==> config.mk <==
export PLATFORM = sky130hd
export DESIGN_NAME = fifo_write_arbiter_flat
export DESIGN_NICKNAME = d
export VERILOG_FILES = /design/src/rtl/fifo_write_arbiter_if.sv /design/src/rtl/fifo_write_arbiter.sv /design/src/flat_wrapper.sv
export SDC_FILE = /design/constraint.sdc
export NUM_CORES = 1
export LEC_CHECK = 0
export ABC_CLOCK_PERIOD_IN_PS = 1900
export BUFFER_PORTS_ARGS = -buffer_cell sky130_fd_sc_hd__clkbuf_2
export CAP_MARGIN = 15
export CORE_UTILIZATION = 45
export CTS_CLUSTER_DIAMETER = 80
export DETAILED_ROUTE_END_ITERATION = 8
export GPL_ROUTABILITY_DRIVEN = 0
export PLACE_DENSITY = 0.85
export RECOVER_POWER = 100
export SYNTH_ARGS = -nofsm -noshare
export SYNTH_HDL_FRONTEND = slang
export SYNTH_SLANG_ARGS = --single-unit
==> constraint.sdc <==
create_clock -name w_clk -period 1.9 [get_ports w_clk]
set_input_delay 0.475 -clock w_clk [delete_from_list [all_inputs] [get_ports w_clk]]
set_output_delay 0.475 -clock w_clk [all_outputs]
set_load 0.03 [all_outputs]
==> src/rtl/fifo_write_arbiter_if.sv <==
// Handshake bundle between NREQ requesters, the write arbiter and the Fifo write port.
// The slave modport is the arbiter's view; the master modport is the environment's view.
interface fifo_write_arbiter_if #(
    parameter int SIZE = 8,
    parameter int NREQ = 4
);
    localparam int GW = $clog2(NREQ);

    logic [NREQ-1:0]      req_valid;
    logic [NREQ*SIZE-1:0] req_data;
    logic [NREQ-1:0]      req_ready;
    logic [SIZE-1:0]      fifo_data_in;
    logic                 fifo_valid_write;
    logic                 fifo_full;
    logic                 fifo_almost_full;
    logic [GW-1:0]        grant_id;
    logic                 busy;

    modport slave (
        input  req_valid, req_data, fifo_full, fifo_almost_full,
        output req_ready, fifo_data_in, fifo_valid_write, grant_id, busy
    );

    modport master (
        output req_valid, req_data, fifo_full, fifo_almost_full,
        input  req_ready, fifo_data_in, fifo_valid_write, grant_id, busy
    );
endinterface

==> src/rtl/fifo_write_arbiter.sv <==
// Round-robin arbiter sharing the Fifo write port among NREQ valid/ready requesters,
// granting bounded bursts and throttling on the Fifo full/almost-full flags.
module fifo_write_arbiter #(
    parameter int SIZE  = 8,
    parameter int NREQ  = 4,
    parameter int BURST = 4
) (
    input  logic                w_clk,
    input  logic                rst,
    fifo_write_arbiter_if.slave bus
);
    localparam int GW = $clog2(NREQ);
    localparam int BW = (BURST > 1) ? $clog2(BURST) : 1;
    localparam logic [BW-1:0] LAST_BEAT = BW'(BURST - 1);
    localparam logic [GW-1:0] LAST_REQ  = GW'(NREQ - 1);

    typedef enum logic [1:0] {S_IDLE, S_BURST, S_HOLD} state_t;

    state_t          state_q, state_d;
    logic [GW-1:0]   grant_q, grant_d;
    logic [GW-1:0]   last_q, last_d;
    logic [BW-1:0]   beat_q, beat_d;
    logic [SIZE-1:0] wdata_q, wdata_d;
    logic            wvalid_q, wvalid_d;

    logic            stall;
    logic [GW-1:0]   pick;
    logic            pick_ok;
    logic [NREQ-1:0] ready;
    logic            cur_valid;

    // almost_full leaves room for the single write already registered when stall rises
    assign stall     = bus.fifo_full | bus.fifo_almost_full;
    assign cur_valid = bus.req_valid[grant_q];

    // First valid requester strictly after last_q, wrapping around.
    always_comb begin
        pick    = '0;
        pick_ok = 1'b0;
        for (int i = 1; i <= NREQ; i++) begin
            if (!pick_ok && bus.req_valid[(int'(last_q) + i) % NREQ]) begin
                pick    = GW'((int'(last_q) + i) % NREQ);
                pick_ok = 1'b1;
            end
        end
    end

    always_comb begin
        // NOTE: every variable gets a default before the case so no path leaves one unassigned (no latches).
        state_d  = state_q;
        grant_d  = grant_q;
        last_d   = last_q;
        beat_d   = beat_q;
        wdata_d  = wdata_q;
        wvalid_d = 1'b0;
        ready    = '0;

        case (state_q)
            S_IDLE: begin
                if (pick_ok && !stall) begin
                    grant_d = pick;
                    beat_d  = '0;
                    state_d = S_BURST;
                end
            end

            S_BURST: begin
                ready[grant_q] = !stall;
                if (cur_valid && !stall) begin
                    wvalid_d = 1'b1;
                    wdata_d  = bus.req_data[int'(grant_q)*SIZE +: SIZE];
                    beat_d   = beat_q + BW'(1);
                    if (beat_q == LAST_BEAT) begin
                        last_d  = grant_q;
                        state_d = S_IDLE;
                    end
                end else if (!cur_valid) begin
                    last_d  = grant_q;
                    state_d = S_IDLE;
                end else begin
                    state_d = S_HOLD;
                end
            end

            S_HOLD: begin
                if (!cur_valid) begin
                    last_d  = grant_q;
                    state_d = S_IDLE;
                end else if (!stall) begin
                    state_d = S_BURST;
                end
            end

            default: state_d = S_IDLE;
        endcase
    end

    // NOTE: state is updated with non-blocking assignments so every flop samples pre-edge values.
    always_ff @(posedge w_clk or posedge rst) begin
        if (rst) begin
            state_q  <= S_IDLE;
            grant_q  <= '0;
            last_q   <= LAST_REQ;
            beat_q   <= '0;
            wdata_q  <= '0;
            wvalid_q <= 1'b0;
        end else begin
            state_q  <= state_d;
            grant_q  <= grant_d;
            last_q   <= last_d;
            beat_q   <= beat_d;
            wdata_q  <= wdata_d;
            wvalid_q <= wvalid_d;
        end
    end

    assign bus.req_ready        = ready;
    assign bus.fifo_data_in     = wdata_q;
    assign bus.fifo_valid_write = wvalid_q;
    assign bus.grant_id         = grant_q;
    assign bus.busy             = (state_q != S_IDLE);
endmodule

==> src/flat_wrapper.sv <==
// flat-port wrapper written by rule: the top's interface ports become plain ports
module fifo_write_arbiter_flat 
#(
    parameter int SIZE  = 8,
    parameter int NREQ  = 4,
    parameter int BURST = 4
)
  (w_clk, rst, bus_req_valid, bus_req_data, bus_fifo_full, bus_fifo_almost_full, bus_req_ready, bus_fifo_data_in, bus_fifo_valid_write, bus_grant_id, bus_busy);
  fifo_write_arbiter_if #(.SIZE(SIZE), .NREQ(NREQ)) bus_i ();
  input  logic w_clk;
  input  logic rst;
  input wire logic [$bits(bus_i.req_valid)-1:0] bus_req_valid;
  input wire logic [$bits(bus_i.req_data)-1:0] bus_req_data;
  input wire logic [$bits(bus_i.fifo_full)-1:0] bus_fifo_full;
  input wire logic [$bits(bus_i.fifo_almost_full)-1:0] bus_fifo_almost_full;
  output wire logic [$bits(bus_i.req_ready)-1:0] bus_req_ready;
  output wire logic [$bits(bus_i.fifo_data_in)-1:0] bus_fifo_data_in;
  output wire logic [$bits(bus_i.fifo_valid_write)-1:0] bus_fifo_valid_write;
  output wire logic [$bits(bus_i.grant_id)-1:0] bus_grant_id;
  output wire logic [$bits(bus_i.busy)-1:0] bus_busy;
  assign bus_i.req_valid = bus_req_valid;
  assign bus_i.req_data = bus_req_data;
  assign bus_i.fifo_full = bus_fifo_full;
  assign bus_i.fifo_almost_full = bus_fifo_almost_full;
  assign bus_req_ready = bus_i.req_ready;
  assign bus_fifo_data_in = bus_i.fifo_data_in;
  assign bus_fifo_valid_write = bus_i.fifo_valid_write;
  assign bus_grant_id = bus_i.grant_id;
  assign bus_busy = bus_i.busy;
  fifo_write_arbiter #(.SIZE(SIZE), .NREQ(NREQ), .BURST(BURST)) u_core (.w_clk(w_clk), .rst(rst), .bus(bus_i));
endmodule
======== Yosys cells after proc, flatten, opt, wreduce, memory -nomap -nowiden ========
Index checks and enable logic that the tools add are counted.
storage, ports and cells
  bits in registers ....................... 17
  word-level logic and storage cells ...... 95
operators by class
  add/sub/neg operators ................... 5
  equality and inequality tests ........... 7
  bitwise operators ....................... 6
  reductions and logical operators ........ 23
  $lt $le $gt $ge ......................... 6
  shift operators ......................... 1
  mux-type cells .......................... 41
operator list
  operator                                                                      number
  32-bit by 6-bit variable part select with 8-bit output                        1
  2-bit 2-to-1 mux                                                              15
  3-bit by 4-bit less-than comparator with 1-bit output, second input constant  4
  1-bit 2-to-1 mux                                                              16
  1-bit binary-select mux with 2-bit select                                     5
  2-bit one-hot mux with 2 select lines                                         2
  2-bit OR reduction                                                            4
  2-bit by 1-bit adder with 2-bit output, second input constant                 3
  1-bit logical AND                                                             6
  3-bit inequality test, second input constant                                  2
  2-bit one-hot mux with 3 select lines                                         1
  2-bit AND reduction                                                           3
  3-bit AND reduction                                                           2
  2-bit nonzero test                                                            3
  2-bit adder, second input constant                                            2
  1-bit bitwise AND, first input constant                                       4
  4-bit bitwise AND                                                             1
  2-bit == test, second input constant                                          2
  1-bit zero test                                                               4
  4-bit 2-to-1 mux                                                              1
  2-bit by 1-bit inequality test with 1-bit output, second input constant       2
  2-bit by 3-bit less-than comparator with 1-bit output, second input constant  1
  1-bit demux with 2-bit select                                                 1
  2-bit by 1-bit == test with 1-bit output, second input constant               1
  other kinds (3)                                                               3

======== Longest topological paths before layout ========
Gate-level depths: netlist (run 1).
  depth after elaboration ................. 19
  mapped depth ............................ 7
  depth with buffers taken out ............ 6

======== Least setup slack after synthesis (run 1) ========
OpenSTA, ideal clock, no wires.
  path type ............................... reg-to-output
  start point ............................. reg u_core.grant_q[0] (netlist: u_core.bus.grant_id[0])
  end point ............................... out bus_req_ready[0]
  buffers on the path ..................... 2
  data arrival time ....................... 1.889 ns
  slack ................................... -0.464 ns
  stages on the path, launching flop included .. 4
  cells stage by stage .................... dfrtp_1 > buf_2 > buf_2 > nor4_1
between the ends
  longest elaborated chain between the ends .. 6
RTL lines
  item                                                                                                                                                         line                       text
  start: declaration                                                                                                                                           fifo_write_arbiter.sv:20   logic [GW-1:0] grant_q, grant_d;
  start signal: assignment                                                                                                                                     fifo_write_arbiter.sv:109  grant_q <= grant_d;
  2-bit by 3-bit less-than comparator with 1-bit output (implied by the code) or 2-bit by 1-bit greater-or-equal comparator with 1-bit output (tied branches)  fifo_write_arbiter.sv:68   ready[grant_q] = !stall;
  1-bit logical AND (implied by the code)                                                                                                                      fifo_write_arbiter.sv:68
  1-bit 2-to-1 mux (implied by the code)                                                                                                                       fifo_write_arbiter.sv:68
  1-bit demux with 2-bit select *                                                                                                                              -
  4-bit bitwise AND (no source line) *                                                                                                                         -
  4-bit 2-to-1 mux *                                                                                                                                           fifo_write_arbiter.sv:58   case (state_q)
  end: declaration                                                                                                                                             flat_wrapper.sv:16         output wire logic [$bits(bus_i.req_ready)-1:0] bus_req_ready;
Every way passes the cells marked *; elsewhere a longest branch is shown, timed or not.

======== Final worst setup path (run 1) ========
  start point ............................. reg u_core.state_q[1]
  end point ............................... out bus_req_ready[1]
between the ends
  longest elaborated chain between the ends .. 2
RTL lines
  item                                      line                       text
  start: declaration                        fifo_write_arbiter.sv:19   state_t state_q, state_d;
  start signal: assignment                  fifo_write_arbiter.sv:108  state_q <= state_d;
  2-bit by 1-bit == test with 1-bit output  fifo_write_arbiter.sv:58
  4-bit 2-to-1 mux                          fifo_write_arbiter.sv:58
No other way between the ends.

==> results of run 1 <==
worst paths after layout:
path | endpoint | slack, ns
setup / recovery | bus_req_ready[1] | -0.18
hold / removal | u_core.bus.fifo_data_in[4] | 0.22
setup reg to reg | u_core.beat_q[0] | -0.10
hold reg to reg | u_core.bus.fifo_data_in[0] | 0.52
max in group asynchronous | u_core.state_q[0] | 1.21
min in group w_clk | u_core.bus.fifo_data_in[0] | 0.52
worst max-delay path: stages, from the launching register on:
cell and delay [ns]:
dfrtp_1 0.41, inv_2 0.09, ha_4 0.13, nor3b_4 0.21
buf_6 0.14, nand2_2 0.05, nor2_2 0.09, clkbuf_8 0.16
metrics by stage:
| step | cells | hold slack [ns] | setup WS [ns] |
|---|---|---|---|
| 2_1_floorplan | 94 | 0.400 | 0.00972 |
| 3_3_place_gp | 178 | 0.494 | 0.0173 |
| 3_5_place_dp | 178 | 0.496 | -0.0156 |
| 4_1_cts | 187 | 0.251 | -0.138 |
| 5_1_grt | 191 | 0.287 | -0.235 |
| 6_report | 191 | 0.217 | -0.178 |
metal layers:
metal / GRT usage [%] / vias to the layer above / wire, um
met4: 22.8 / 0 / 123
met1: 24.4 / 539 / 1230
met5: 0 / - / 0
met2: 50.6 / 48 / 1930
met3: 4.31 / 8 / 166
li1: - / 479 / -
layout make-up:
class | instances | area share (%)
clock inverter | 1 | 0.298
inverter | 7 | 1.72
sequential | 17 | 25.7
multi-input combinational | 64 | 43.6
clock buffer | 3 | 1.34
timing repair buffer | 69 | 25.1
tap | 30 | 2.24
registers in the layout, summed over array words and instances, names as in the netlist:
signal and flops:
u_core.bus.fifo_data_in 8, u_core.beat_q 2, u_core.bus.grant_id 2, u_core.last_q 2, u_core.state_q 2, u_core.bus.fifo_valid_write 1
cells in the final DEF, fill, tap and decap left out, types with 2 or more instances in the layout:
cell / count
a21oi_1: 2
buf_4: 11
buf_6: 4
clkbuf_1: 9
clkbuf_2: 41
clkbuf_4: 3
clkbuf_8: 4
dfrtp_1: 13
dfrtp_2: 2
dfstp_2: 2
ha_1: 4
inv_1: 5
mux2_2: 4
mux2_4: 8
mux2i_1: 2
mux4_2: 8
nand2_1: 3
nand2_2: 2
nand2b_1: 2
nor2_1: 2
nor2_2: 2
o21ai_0: 3
o221ai_1: 2
logic make-up after synthesis:
family	after synthesis	share of synthesized area [%]
mux	23	33.1
simple gates	21	9.51
flops	17	36.2
compound gates	14	8.25
buf+inv	13	6.34
fa+ha+maj	5	5.29
xor+xnor	1	1.37
where the power goes:
part / internal [W] / total (W) / leakage [nW] / switching, W
sequential: 0.000547 / 0.000692 / 0.204 / 0.000145
clock: 0.0000790 / 0.000217 / 0.0177 / 0.000138
combinational: 0.000782 / 0.00161 / 0.592 / 0.000825
repair_timing:
action                                  CTS  global route
setup buffers                             5             4
pin swaps                                 3             1
resized for setup                        19            11
hold buffers                              0             0
endpoints found under the setup margin    5             6
==> flow_summary.ini, run 1 <==
[synthesis]
syn_avg_cell_area_um2 = 12.6
synth.area.top_cells = dfrtp_1 (32%), mux4_2 (15%), mux2_4 (10%)
ys.flop_type = dfrtp_1
netlist_area_um2 = 1180
synthesis.nets = 139
synth_top_cell_by_area = dfrtp_1
seq_area_frac_synth_pct = 36.2
synth_common_cells = dfrtp_1 (15), mux2_4 (8), mux4_2 (8), inv_1 (7)
synth_top_area_share_pct = 31.7
ys_async_sr_fraction_pct = 100
synth.most_common_cell = dfrtp_1
ys_ff_latch = 17
yosysWarnings = 0
ys_types = 35
syn_inst = 94
synth-edff-count = 0

[cells_and_area]
seqCellArea_um2 = 430
multiInputGateArea_um2 = 732
fill_cells = 191
n_antenna_cell = 0
fin_area_um2 = 1680
drive_gt1_share_pct = 62.7
final_nets = 207
final_util_pct = 67.7
syn_to_final_growth_pct = 41.8

[clocking]
clkTransAtPathRegs_ns = 0.11
numCtsBuffers = 3
clk_latency_ns = 0.32
clockBufferDepth = 2
cts_tree = done
cts.sinks = 17
cts_max_level = 1
clock-root-buffer = clkbuf_4

[timing]
worstMarginPinSlew_ns = 0.666
setup_viol = 15
fmax_ghz = 0.481
max_slew_margin_pct = 55.6
fin_tns_setup_ns = -1.45
rsz0062_at_grt = yes
hold_violations = 0
fin_skew_ns = 0.00524
post-route-period-util_pct = 109
min_period_ns = 2.08
timing.final.ws_setup_ns = -0.178
slew_viol_final = 0

[power]
finalPower_w = 0.00252
leakage_nw = 0.814
power_density_nw_per_um2 = 1500
ir_drop_mv = 1.00

[floorplanning]
fp.dieH_um = 53.3
die_w_um = 53.3
io_pins = 56
initial_core_util_pct = 47.8
core_um2 = 2480
die_area_um2 = 2840
fp-row-count = 18

[detailed_routing]
wl_um = 3450
routedWlPerCell_um = 18.0
dr_total_vias = 1074
drtPass1Iterations = 4
viasPerCell = 5.62
drc_errors = 0
drtIter0Drc = 17
ant_nets = 0

[placement]
dp_hpwl_um = 2430
numPortBuffers = 55
place_area_um2 = 1510

[hold_path]
hold_path.class = input port to asynchronous set/reset pin

[grt]
antenna_found_initial = 0
grt-ovfl-total = 0
grt_pass1_wl_um = 5170
grt_max_degree = 18
grt_pass1_vias = 1177
grt_usage_pct = 26.9

[critical_path]
critPathCaptureType = primary output
path_class = flip-flop to primary output
critPathLaunchType = flip-flop
path_max_fanout = 3
crit_start = u_core.state_q[1]
reg2reg_depth = 9
cp_data_required_time_ns = 1.42
r2r_start = u_core.state_q[1]
critPathArrivalTime_ns = 1.60

[status]
violations = setup timing
status = finished with violations

[job]
maxCapViolations = 0
(Power assumes the default switching activity.)
==> run 2: changes to the inputs <==
--- a/config.mk
+++ b/config.mk
@@ -8,12 +8,13 @@
 export ABC_CLOCK_PERIOD_IN_PS = 1900
 export BUFFER_PORTS_ARGS = -buffer_cell sky130_fd_sc_hd__clkbuf_2
 export CAP_MARGIN = 15
+export CORE_MARGIN = 1.5
 export CORE_UTILIZATION = 45
 export CTS_CLUSTER_DIAMETER = 80
 export DETAILED_ROUTE_END_ITERATION = 8
 export GPL_ROUTABILITY_DRIVEN = 0
 export PLACE_DENSITY = 0.85
-export RECOVER_POWER = 100
+export RECOVER_POWER = 25
 export SYNTH_ARGS = -nofsm -noshare
 export SYNTH_HDL_FRONTEND = slang
 export SYNTH_SLANG_ARGS = --single-unit
==> run 2 against run 1 <==
  * The flow still finishes with violations (setup timing)
  * Global-route usage fell by 3.5 points
  * Clock-buffer cell count did not move
  * Highest routed layer unchanged
  * Sequential power increased by 1%
==> flow_summary.ini, run 2 (synthesis results as in run 1) <==
[critical_path]
reg2reg_depth = 8
cpLargestDelayFamily = flip-flops
cp_data_required_time_ns = 1.42
path_class = flip-flop to primary output
cpPeakStageDelay_ns = 0.40
path_max_fanout = 4
critPathCaptureType = primary output
critPathSlowestCell = dfrtp_1
critPathArrivalTime_ns = 1.57
critPathBufInv = 3
critPathLaunchType = flip-flop
cp_cell_sequence = inv_2 > ha_4 > nor3b_4 > buf_6 > nand2_2 > nor2_2 > clkbuf_8
crit_cells = 7

[cells_and_area]
mostFrequentLayoutCell = clkbuf_2
largest_reg_flops = 8
n_antenna_cell = 0
syn_to_final_growth_pct = 40.5
drive_gt1_share_pct = 67.7
final_nets = 204
final_cell_mix = clkbuf_2 (50), dfrtp_1 (14), buf_4 (10)
fin_area_um2 = 1660

[placement]
dp_hpwl_um = 2330
pre_cts_slack_ns = -0.0164
numPortBuffers = 55
place_area_um2 = 1510

[grt]
grt_max_degree = 18
grt_pass1_wl_um = 4760
antenna_found_initial = 0
grt_usage_pct = 23.4
grt_pass1_vias = 1100
grt-ovfl-total = 0

[clocking]
clk_latency_ns = 0.29
clock-root-buffer = clkbuf_4
clockBufferDepth = 2
cts.sinks = 17
numCtsBuffers = 3
cts_max_level = 1
ctsHoldBuffers = 0
clkTransAtPathRegs_ns = 0.10
cts_tree = done

[timing]
timing.final.ws_setup_ns = -0.146
post-route-period-util_pct = 108
rsz0062_at_grt = yes
hold_violations = 0
setup_viol = 4
max_slew_margin_pct = 55.6
fmax_ghz = 0.489
fin_skew_ns = 0.00246
worstMarginPinSlew_ns = 0.665
min_period_ns = 2.05
slew_viol_final = 0

[floorplanning]
core_um2 = 2480
fp.dieH_um = 54.3
io_pins = 56
fp-row-count = 18
die_w_um = 54.3
die_area_um2 = 2950
initial_core_util_pct = 47.8

[power]
clockPowerShare_pct = 7.8
p_switching_w = 0.00106
power_density_nw_per_um2 = 1480
p_int_w = 0.00140
pwr-share-seq_pct = 28.4
power.share.combinational_pct = 63.7
swShare_pct = 43.1
leakage_nw = 0.824
ir_drop_mv = 1.00

[hold_path]
hold_path.class = input port to asynchronous set/reset pin

[status]
status = finished with violations
violations = setup timing

[detailed_routing]
routedWlPerCell_um = 16.6
drtIter0Drc = 24
drtPass1Iterations = 4
drc_errors = 0
viasPerCell = 5.57
wl_um = 3110
ant_nets = 0
dr_total_vias = 1048

[job]
maxCapViolations = 0
-- run 2: cell count changes in the layout (fill, tap and decap cells not counted), moves of 2 or more --
cell | before | now
buf_6 | 4 | 1
inv_2 | 1 | 3
clkbuf_2 | 41 | 50
clkbuf_1 | 9 | 0
-- run 2: repair_timing --
| action | CTS | global route |
|---|---|---|
| resized for setup | 15 | 7 |
| setup buffers | 6 | 0 |
| setup endpoints to repair | 5 | 5 |
| pin swaps | 1 | 2 |
-- run 2: layout make-up --
cell class / instances / area (um^2)
multi-input cells: 64 / 742
repair buffers: 66 / 400
flip-flops and latches: 17 / 429
inverters: 7 / 26.3
well taps: 30 / 37.5
clock inverters: 1 / 5.00
fillers: 173 / 815
clock buffers: 3 / 22.5
-- run 2: path summary, 6_finish.rpt --
path | startpoint | end | slack [ns]
min in group w_clk | u_core.bus.fifo_data_in[0] | u_core.bus.fifo_data_in[0] | 0.52
max in group asynchronous | rst | u_core.bus.grant_id[1] | 1.19
max | u_core.state_q[1] | bus_req_ready[2] | -0.15
min reg2reg | u_core.bus.fifo_data_in[0] | u_core.bus.fifo_data_in[0] | 0.52
min | rst | u_core.bus.fifo_valid_write | 0.24
max reg2reg | u_core.state_q[1] | u_core.beat_q[0] | 0.07
-- run 2: stage by stage --
| step | utilization (%) | hold slack, ns | instances | setup TNS [ns] | total power [W] |
|---|---|---|---|---|---|
| global placement | 60.8 | 0.499 | 178 | 0 | 0.00204 |
| CTS | 66.1 | 0.244 | 188 | -0.262 | 0.00242 |
| finish | 67.1 | 0.241 | 188 | -0.548 | 0.00246 |
| global route | 67.1 | 0.270 | 188 | -0.847 | 0.00260 |
| detailed placement | 60.8 | 0.492 | 178 | -0.0164 | 0.00210 |
| floorplan | - | 0.400 | 94 | 0 | 0.00174 |
-- run 2: per-layer routing --
metal | wire, um | up-vias | GRT usage (%)
met3 | 202 | 8 | 5.19
li1 | - | 474 | -
met2 | 1710 | 53 | 47.2
met5 | 0 | - | 0
met4 | 48 | 0 | 8.33
met1 | 1150 | 513 | 22.7
-- run 2: power groups by stage --
stage	clock, W	sequential (W)	combinational [W]
2_1_floorplan	0	0.000869	0.000875
3_3_place_gp	0	0.000708	0.00133
3_5_place_dp	0	0.000718	0.00139
4_1_cts	0.000204	0.000697	0.00152
5_1_grt	0.000220	0.000715	0.00166
6_report	0.000192	0.000699	0.00157
